--- src/rtl/datapath_sequencer.sv ---
// Control sequencer for the 16-bit RISC datapath.
// The machine walks fetch -> decode -> dispatch -> execute and then returns to fetch.
// It drives every datapath strobe and select from the current state, so it is a Moore machine.
// The one exception is the branch PC strobe, which follows Zero_flag.
// It also tracks retired instructions in a saturating counter.
module datapath_sequencer #(
   parameter int unsigned MEM_RD_WAIT = 1,
   parameter int unsigned COUNT_WIDTH = 16
) (
   input  logic                   clk,
   input  logic                   reset,
   input  logic                   start,
   input  logic [6:0]             IR_control,
   input  logic                   Zero_flag,
   output logic                   PC_enable,
   output logic [1:0]             PC_op,
   output logic [1:0]             mux1_sel,
   output logic [1:0]             mux2_sel,
   output logic                   Reg_Write_enable,
   output logic                   IR_enable,
   output logic                   IR_control_enable,
   output logic                   ALU_enable,
   output logic                   Datamem_enable_read,
   output logic                   Datamem_enable_write,
   output logic                   AC_enable,
   output logic                   Zero_flag_enable,
   output logic                   Shifter_enable,
   output logic                   ALU_out_enable,
   output logic                   AR_enable,
   output logic                   halted,
   output logic                   busy,
   output logic [4:0]             state_dbg,
   output logic [COUNT_WIDTH-1:0] instr_count
);

   typedef enum logic [4:0] {
      S_IDLE     = 5'd0,
      S_FETCH    = 5'd1,
      S_FETCH_IR = 5'd2,
      S_DECODE   = 5'd3,
      S_DISPATCH = 5'd4,
      S_ALU_AC   = 5'd5,
      S_ALU_EXEC = 5'd6,
      S_ALU_OUT  = 5'd7,
      S_ALU_WB   = 5'd8,
      S_MEM_ADDR = 5'd9,
      S_MEM_RD   = 5'd10,
      S_MEM_WB   = 5'd11,
      S_MEM_WR   = 5'd12,
      S_IMM_WB   = 5'd13,
      S_JUMP     = 5'd14,
      S_BRANCH   = 5'd15,
      S_HALT     = 5'd16
   } state_t;

   localparam logic [2:0] C_ALU   = 3'b000;
   localparam logic [2:0] C_CMP   = 3'b001;
   localparam logic [2:0] C_LOAD  = 3'b010;
   localparam logic [2:0] C_STORE = 3'b011;
   localparam logic [2:0] C_LOADI = 3'b100;
   localparam logic [2:0] C_JMP   = 3'b101;
   localparam logic [2:0] C_BZ    = 3'b110;

   // Last wait-counter value before leaving MEM_RD.
   localparam logic [3:0] WAIT_LAST = 4'(MEM_RD_WAIT - 1);

   state_t                 state_q, state_d;
   logic [2:0]             class_q, class_d;
   logic [3:0]             wait_q, wait_d;
   logic [COUNT_WIDTH-1:0] cnt_q, cnt_d;
   logic                   retire;

   // Operand fields of IR_control do not affect sequencing.
   logic unused_ir_low;
   assign unused_ir_low = ^IR_control[3:0];

   // State, latched instruction class, memory wait counter and retire counter.
   always_ff @(posedge clk or negedge reset) begin
      if (!reset) begin
         state_q <= S_IDLE;
         class_q <= 3'b000;
         wait_q  <= 4'd0;
         cnt_q   <= '0;
      end else begin
         state_q <= state_d;
         class_q <= class_d;
         wait_q  <= wait_d;
         cnt_q   <= cnt_d;
      end
   end

   // Next-state selection and state-decoded datapath controls.
   always_comb begin
      state_d              = S_IDLE;
      retire               = 1'b0;
      PC_enable            = 1'b0;
      PC_op                = 2'b00;
      mux1_sel             = 2'b00;
      mux2_sel             = 2'b00;
      Reg_Write_enable     = 1'b0;
      IR_enable            = 1'b0;
      IR_control_enable    = 1'b0;
      ALU_enable           = 1'b0;
      Datamem_enable_read  = 1'b0;
      Datamem_enable_write = 1'b0;
      AC_enable            = 1'b0;
      Zero_flag_enable     = 1'b0;
      Shifter_enable       = 1'b0;
      ALU_out_enable       = 1'b0;
      AR_enable            = 1'b0;
      halted               = 1'b0;
      busy                 = 1'b1;

      // The class is held from DISPATCH so later steps of the same instruction can branch on it.
      class_d = (state_q == S_DISPATCH) ? IR_control[6:4] : class_q;
      // The wait counter is zero whenever MEM_RD is entered.
      wait_d  = (state_q == S_MEM_RD) ? wait_q + 4'd1 : 4'd0;

      case (state_q)
         S_IDLE: begin
            busy    = 1'b0;
            state_d = start ? S_FETCH : S_IDLE;
         end
         S_FETCH: state_d = S_FETCH_IR;
         S_FETCH_IR: begin
            IR_enable = 1'b1;
            PC_enable = 1'b1;
            state_d   = S_DECODE;
         end
         S_DECODE: begin
            IR_control_enable = 1'b1;
            state_d           = S_DISPATCH;
         end
         S_DISPATCH: begin
            case (IR_control[6:4])
               C_ALU, C_CMP:    state_d = S_ALU_AC;
               C_LOAD, C_STORE: state_d = S_MEM_ADDR;
               C_LOADI:         state_d = S_IMM_WB;
               C_JMP:           state_d = S_JUMP;
               C_BZ:            state_d = S_BRANCH;
               default: begin
                  state_d = S_HALT;
                  retire  = 1'b1;
               end
            endcase
         end
         S_ALU_AC: begin
            AC_enable = 1'b1;
            state_d   = S_ALU_EXEC;
         end
         S_ALU_EXEC: begin
            ALU_enable     = 1'b1;
            Shifter_enable = 1'b1;
            state_d        = S_ALU_OUT;
         end
         S_ALU_OUT: begin
            ALU_out_enable   = 1'b1;
            Zero_flag_enable = 1'b1;
            if (class_q == C_CMP) begin
               state_d = S_FETCH;
               retire  = 1'b1;
            end else begin
               state_d = S_ALU_WB;
            end
         end
         S_ALU_WB: begin
            Reg_Write_enable = 1'b1;
            state_d          = S_FETCH;
            retire           = 1'b1;
         end
         S_MEM_ADDR: begin
            mux1_sel  = 2'b10;
            AR_enable = 1'b1;
            state_d   = (class_q == C_STORE) ? S_MEM_WR : S_MEM_RD;
         end
         S_MEM_RD: begin
            Datamem_enable_read = 1'b1;
            state_d = (wait_q == WAIT_LAST) ? S_MEM_WB : S_MEM_RD;
         end
         S_MEM_WB: begin
            mux1_sel         = 2'b01;
            mux2_sel         = 2'b01;
            Reg_Write_enable = 1'b1;
            state_d          = S_FETCH;
            retire           = 1'b1;
         end
         S_MEM_WR: begin
            mux2_sel             = 2'b01;
            Datamem_enable_write = 1'b1;
            state_d              = S_FETCH;
            retire               = 1'b1;
         end
         S_IMM_WB: begin
            mux1_sel         = 2'b10;
            mux2_sel         = 2'b01;
            Reg_Write_enable = 1'b1;
            state_d          = S_FETCH;
            retire           = 1'b1;
         end
         S_JUMP: begin
            mux1_sel  = 2'b10;
            PC_enable = 1'b1;
            PC_op     = 2'b10;
            state_d   = S_FETCH;
            retire    = 1'b1;
         end
         S_BRANCH: begin
            mux1_sel  = 2'b10;
            PC_op     = 2'b01;
            PC_enable = Zero_flag;
            state_d   = S_FETCH;
            retire    = 1'b1;
         end
         S_HALT: begin
            halted  = 1'b1;
            busy    = 1'b0;
            // Resume fetching at the PC already advanced during FETCH_IR.
            state_d = start ? S_FETCH : S_HALT;
         end
         default: begin
            busy    = 1'b0;
            state_d = S_IDLE;
         end
      endcase

      cnt_d = (retire && (cnt_q != '1)) ? cnt_q + COUNT_WIDTH'(1) : cnt_q;
   end

   assign state_dbg   = state_q;
   assign instr_count = cnt_q;

endmodule

--- config.mk ---
export PLATFORM = sky130hd
export DESIGN_NAME = datapath_sequencer
export DESIGN_NICKNAME = d
export VERILOG_FILES = /design/src/rtl/datapath_sequencer.sv
export SDC_FILE = /design/constraint.sdc
export NUM_CORES = 1
export LEC_CHECK = 0
export CAP_MARGIN = 40
export CORE_ASPECT_RATIO = 0.7
export CORE_MARGIN = 5
export CORE_UTILIZATION = 46
export CTS_BUF_LIST = sky130_fd_sc_hd__clkbuf_4 sky130_fd_sc_hd__clkbuf_8 sky130_fd_sc_hd__clkbuf_16
export DETAILED_ROUTE_END_ITERATION = 6
export GPL_TIMING_DRIVEN = 0
export HOLD_SLACK_MARGIN = 0.05
export PLACE_DENSITY = 0.79
export SETUP_SLACK_MARGIN = 0.2
export SYNTH_ARGS = -nofsm -noshare
export SYNTH_HDL_FRONTEND = slang
export SYNTH_SLANG_ARGS = --single-unit
--- constraint.sdc ---
create_clock -name clk -period 2.2 [get_ports clk]
set_input_delay 0.33 -clock clk [delete_from_list [all_inputs] [get_ports clk]]
set_output_delay 0.33 -clock clk [all_outputs]
set_load 0.005 [all_outputs]
# Word-level counts from Yosys, hierarchy flattened

Cells that the tools add are included.

Eq/ne operators: 25
Add/sub/neg operators: 2
Multiplexer cells: 26
Reduce and logical (&&, ||, !) cells: 13

Operators with widths:

| kind                  | count |
|---|---|
| $pmux 5 s12           | 1 |
| $eq 5x4->1 const B    | 8 |
| $pmux 5 s5            | 1 |
| $eq 5x3->1 const B    | 4 |
| $add 16x1->16 const B | 1 |
| $mux 1                | 16 |
| $ne 16x16->1 const B  | 1 |
| $reduce_or 15->1      | 1 |
| $eq 5x2->1 const B    | 2 |
| $eq 3x2->1 const B    | 3 |
| $eq 3x3->1 const B    | 3 |
| $mux 4                | 2 |
| $pmux 2 s2            | 2 |
| $reduce_or 7->1       | 1 |
| $eq 3x1->1 const B    | 2 |
| $reduce_or 2->1       | 3 |
| $reduce_or 3->1       | 2 |
| $reduce_or 6->1       | 1 |
| $eq 5x1->1 const B    | 1 |
| $eq 5x5->1 const B    | 1 |
| $logic_not 5->1       | 1 |
| $mux 5                | 1 |
| $add 4x1->4 const B   | 1 |
| $logic_not 4->1       | 1 |
| other kinds (6)       | 6 |

Input port bits: 11
Register bits: 28

# Depth between registers and ports, before layout

Word-level depth: 5
Gate-level depth with buffers: 7
Gate-level depth less buffers: 6

# Least setup slack after synthesis

Ideal clock, no wire load.

Kind: register to register
From: register state_q[4] (netlist: state_dbg[4])
To: register cnt_q[14] (netlist: instr_count[14])
Period minus slack after synthesis: 1954 ps
Data required time: 2073 ps
Setup time: 127 ps
Slack: 246 ps
Data arrival time: 1827 ps
Buffers on the path: 1
Cell stages (with the launch flop): 7
Path through: dfrtp_1 > buf_6 > or3b_1 > or3b_4 > nand3_2 > nand4_1 > mux2_1

Cells in the longest elaborated chain, start to end: 4
Elaborated cells on any way between the ends: 11
Classes of those cells: 8 x eq/ne; 1 x mux; 2 x reduce/logical

RTL lines:

| item                             | line | source |
|---|---|---|
| start: declaration               | 67   | `state_t state_q, state_d;` |
| start signal: assignment         | 85   | `state_q <= state_d;` |
| $eq 5x4->1                       | 119  | `case (state_q)` |
| $reduce_or 6->1 (no source line) | -    |  |
| $pmux 1 s3 *                     | 119  |  |
| $logic_and 1x1->1 *              | 226  | `cnt_d = (retire && (cnt_q != '1)) ? cnt_q + COUNT_WIDTH'(1) : cnt_q;` |
| end signal: assignment           | 88   | `cnt_q <= cnt_d;` |
| end: declaration                 | 70   | `logic [COUNT_WIDTH-1:0] cnt_q, cnt_d;` |

Every way passes the cells marked *; elsewhere a longest branch is shown, timed or not.
A chain may end at the register's enable or synchronous reset.

# Worst setup path in the final report

From: register state_q[0] (netlist: state_dbg[0])
To: register cnt_q[14] (netlist: instr_count[14])

Same word-level chain as after synthesis.

==> flow_summary_export.csv <==
group,metric,value,unit
finish,area_growth_syn_to_layout,58.34,%
routing,firstDrtPassIters,4,
routing,vias,1674,
pwr,ir_drop,0.9115,mV
clock_network,clk_path_buf_depth,2,
worst_setup_path,cp.arrival,2.30,ns
worst_setup_path,rr_worst_depth,7,
worst_setup_path,r2r_start,"state_dbg[0]",
synthesis,synth_nets,200,
timing,min_period,2.125,ns
place,hpwl,2.988,mm
global_route,grt_pass1_wl,7.100,mm
place,place_area,2211,um^2
floorplan,dieArea,4962,um^2
worst_setup_path,startpoint_type,"register",
routing,drtIter0Drc,172,
timing,max_slew_margin,68.03,%
worst_setup_path,critPathRequiredTime,2.37,ns
timing,final_hold_viol_count,0,
clock_network,cts_tree,"done",
finish,finalNonFillerCells,305,
timing,setup_ws,0.07514,ns
place,place.gp.congestion,0.8678,
place,dp_cells,283,
floorplan,fp.dieW,82.08,um
worst_setup_path,endpoint_kind,"register",
pwr,p_leak,0.001252,uW
routing,drt-wirelength-per-cell,16.63,um
global_route,track_usage,18.65,%
timing,fmax,0.4706,GHz
finish,diodes,0,
synthesis,synth_top_area_share,41.88,%
worst_setup_path,worstSetupEndpoint,"instr_count[14]",
timing,rsz0062_at_grt,"true",
place,io_buffers,46,
worst_hold_path,min_path_type,"in -> async",
synthesis,syn_inst,186,
place,pre_cts_ws,-0.01803,ns
synthesis,synth_area_leaders,"dfrtp_1 42%, xnor2_1 7.3%, nor2_1 5.2%",
worst_setup_path,worstPathMaxFanout,5,
floorplan,start_util,47.61,%
global_route,grt_pass1_vias,1417,
synthesis,synthDistinctLibCells,40,
run,drv_cap,0,
worst_setup_path,timing.rr.end,"instr_count[14]",
synthesis,yosysSeqAreaShare,41.88,%
routing,postRouteAntennaNets,0,
clock_network,cts.sinks,28,
floorplan,die_y,60.46,um
timing,tightest_slew,0.4675,ns
clock_network,numCtsBuffers,3,
finish,fin_nets,270,
finish,drive_gt1_share,30.59,%
synthesis,synth.avg_cell_area,8.994,um^2
synthesis,yosysTopAreaCell,"dfrtp_1",
worst_setup_path,crit_type,"reg -> reg",
finish,post-route-util,75.39,%
synthesis,syn_area,1673,um^2
clock_network,cts_max_level,1,
worst_setup_path,startpoint,"state_dbg[0]",
global_route,gr-total-overflow,0,
clock_network,clkTransAtPathRegs,0.10,ns
synthesis,synth_edf_count,0,
routing,via_per_inst,5.489,
synthesis,postSynth.asyncResetShare,100.0,%
global_route,antenna_found_initial,0,
timing,drv_slew,0,
clock_network,clock-root-buffer,"clkbuf_8",
synthesis,ys.flop_type,"dfrtp_1",
timing,finalCritPeriodShare,96.58,%
floorplan,core,3513,um^2
timing,setup_viol,0,
routing,drc,0,
synthesis,yosysWarnings,0,
timing,whs,0.3732,ns
synthesis,synth_seq_cells,28,
clock_network,worstSkewPairLatency,0.27,ns
floorplan,io_pins,52,
routing,drt_wl_total,5.073,mm
timing,skew,0.008662,ns
global_route,grt_max_degree,19,
floorplan,std_cell_rows,18,
worst_setup_path,reg2reg_slack,0.08,ns
outcome,outcome,"finished, final reports clean",
pwr,power_density,1037,nW/um^2
finish,stdcell_area,2649,um^2
==> registers in the layout (all words and copies together), names as in the netlist <==
| name | cells |
|---|---|
| instr_count | 16 |
| state_dbg | 5 |
| wait_q | 4 |
| class_q | 3 |
==> cell usage after synthesis, types with 3 or more instances <==
library cell  number
a21oi_1            4
a31oi_1            3
dfrtp_1           28
o21ai_0            7
xor2_1             5
ha_1               3
nand2_1           16
nor3_1             5
xnor2_1           14
nand3_1           10
nand2b_1           5
nand4_1           13
inv_1              6
and3_1             5
clkbuf_1           4
buf_4              4
nor2_1            23
==> how the worst min path moves through the flow <==
stage                     slack [ns]         endpoint  startpoint
after CTS                       0.38  instr_count[14]       reset
after global routing            0.40  instr_count[14]       reset
after global placement          0.48        wait_q[0]   wait_q[0]
after detailed placement        0.47       class_q[0]  class_q[0]
after floorplan                 0.03       class_q[0]       reset
final                           0.37  instr_count[14]       reset
==> what timing repair did <==
action | 4_1_cts | 5_1_grt
cloned | 1 | 0
pin swaps | 17 | 11
hold buffers | 0 | 0
gates resized for setup | 52 | 37
setup buffers | 11 | 6
endpoints found under the setup margin | 28 | 28
hold endpoints to repair | 0 | 0
==> routing by layer <==
layer  vias up  global-route usage (%)  share of wire (%)
met1       822                   26.96                 43
li1        780                       -                  -
met2        65                   29.69                 50
met5         -                       0                  0
met3         7                   4.154                6.3
met4         0                   2.370               0.61
==> power by group <==
part	leakage, uW	internal, uW	switching [uW]
clock network	0.0000357	244	154
registers	0.000367	619	121
logic	0.000849	854	757
==> kinds of logic after synthesis <==
group,after synthesis,synth area share [%]
AOI/OAI and AO/OA,20,7.256
and+or+nand+nor,96,31.41
DFF,28,41.88
adders and majority gates,3,2.244
other,1,0.2242
buffers and inverters,17,5.684
xor gates and xnor gates,19,9.948
muxes,2,1.346
==> worst max-delay path, stage by stage (launching register included) <==
cell and delay, ns:
dfrtp_1 0.41, buf_6 0.14, or3_4 0.41, buf_6 0.13
or3_4 0.36, nand3_4 0.12, nand4_1 0.13, mux2_4 0.32
==> final cells by class <==
cell class	count	area [um^2]
sequential	28	700.7
clock buffer	3	41.29
fill	239	864.6
inverter	6	22.52
timing repair buffer	65	610.6
multi-input combinational	141	1064
buffer	11	117.6
tap	50	62.56
clock inverter	1	30.03
==> placed cells by master, fill, tap and decap left out, types with 7 or more instances in the layout <==
cell / n
dfrtp_1: 28
buf_6: 8
buf_4: 16
nor2_1: 17
clkdlybuf4s50_1: 27
nand4_1: 13
o21ai_0: 7
xnor2_1: 11
nand2_1: 14
dlygate4sd2_1: 9
==> through the flow <==
step                setup TNS (ns)  power (uW)
CTS                              0        2557
detailed placement        -0.01803        1827
global placement          -0.01771        1816
global route                     0        2908
floorplan                        0        1356
finish                           0        2748
(Power assumes the default switching activity.)
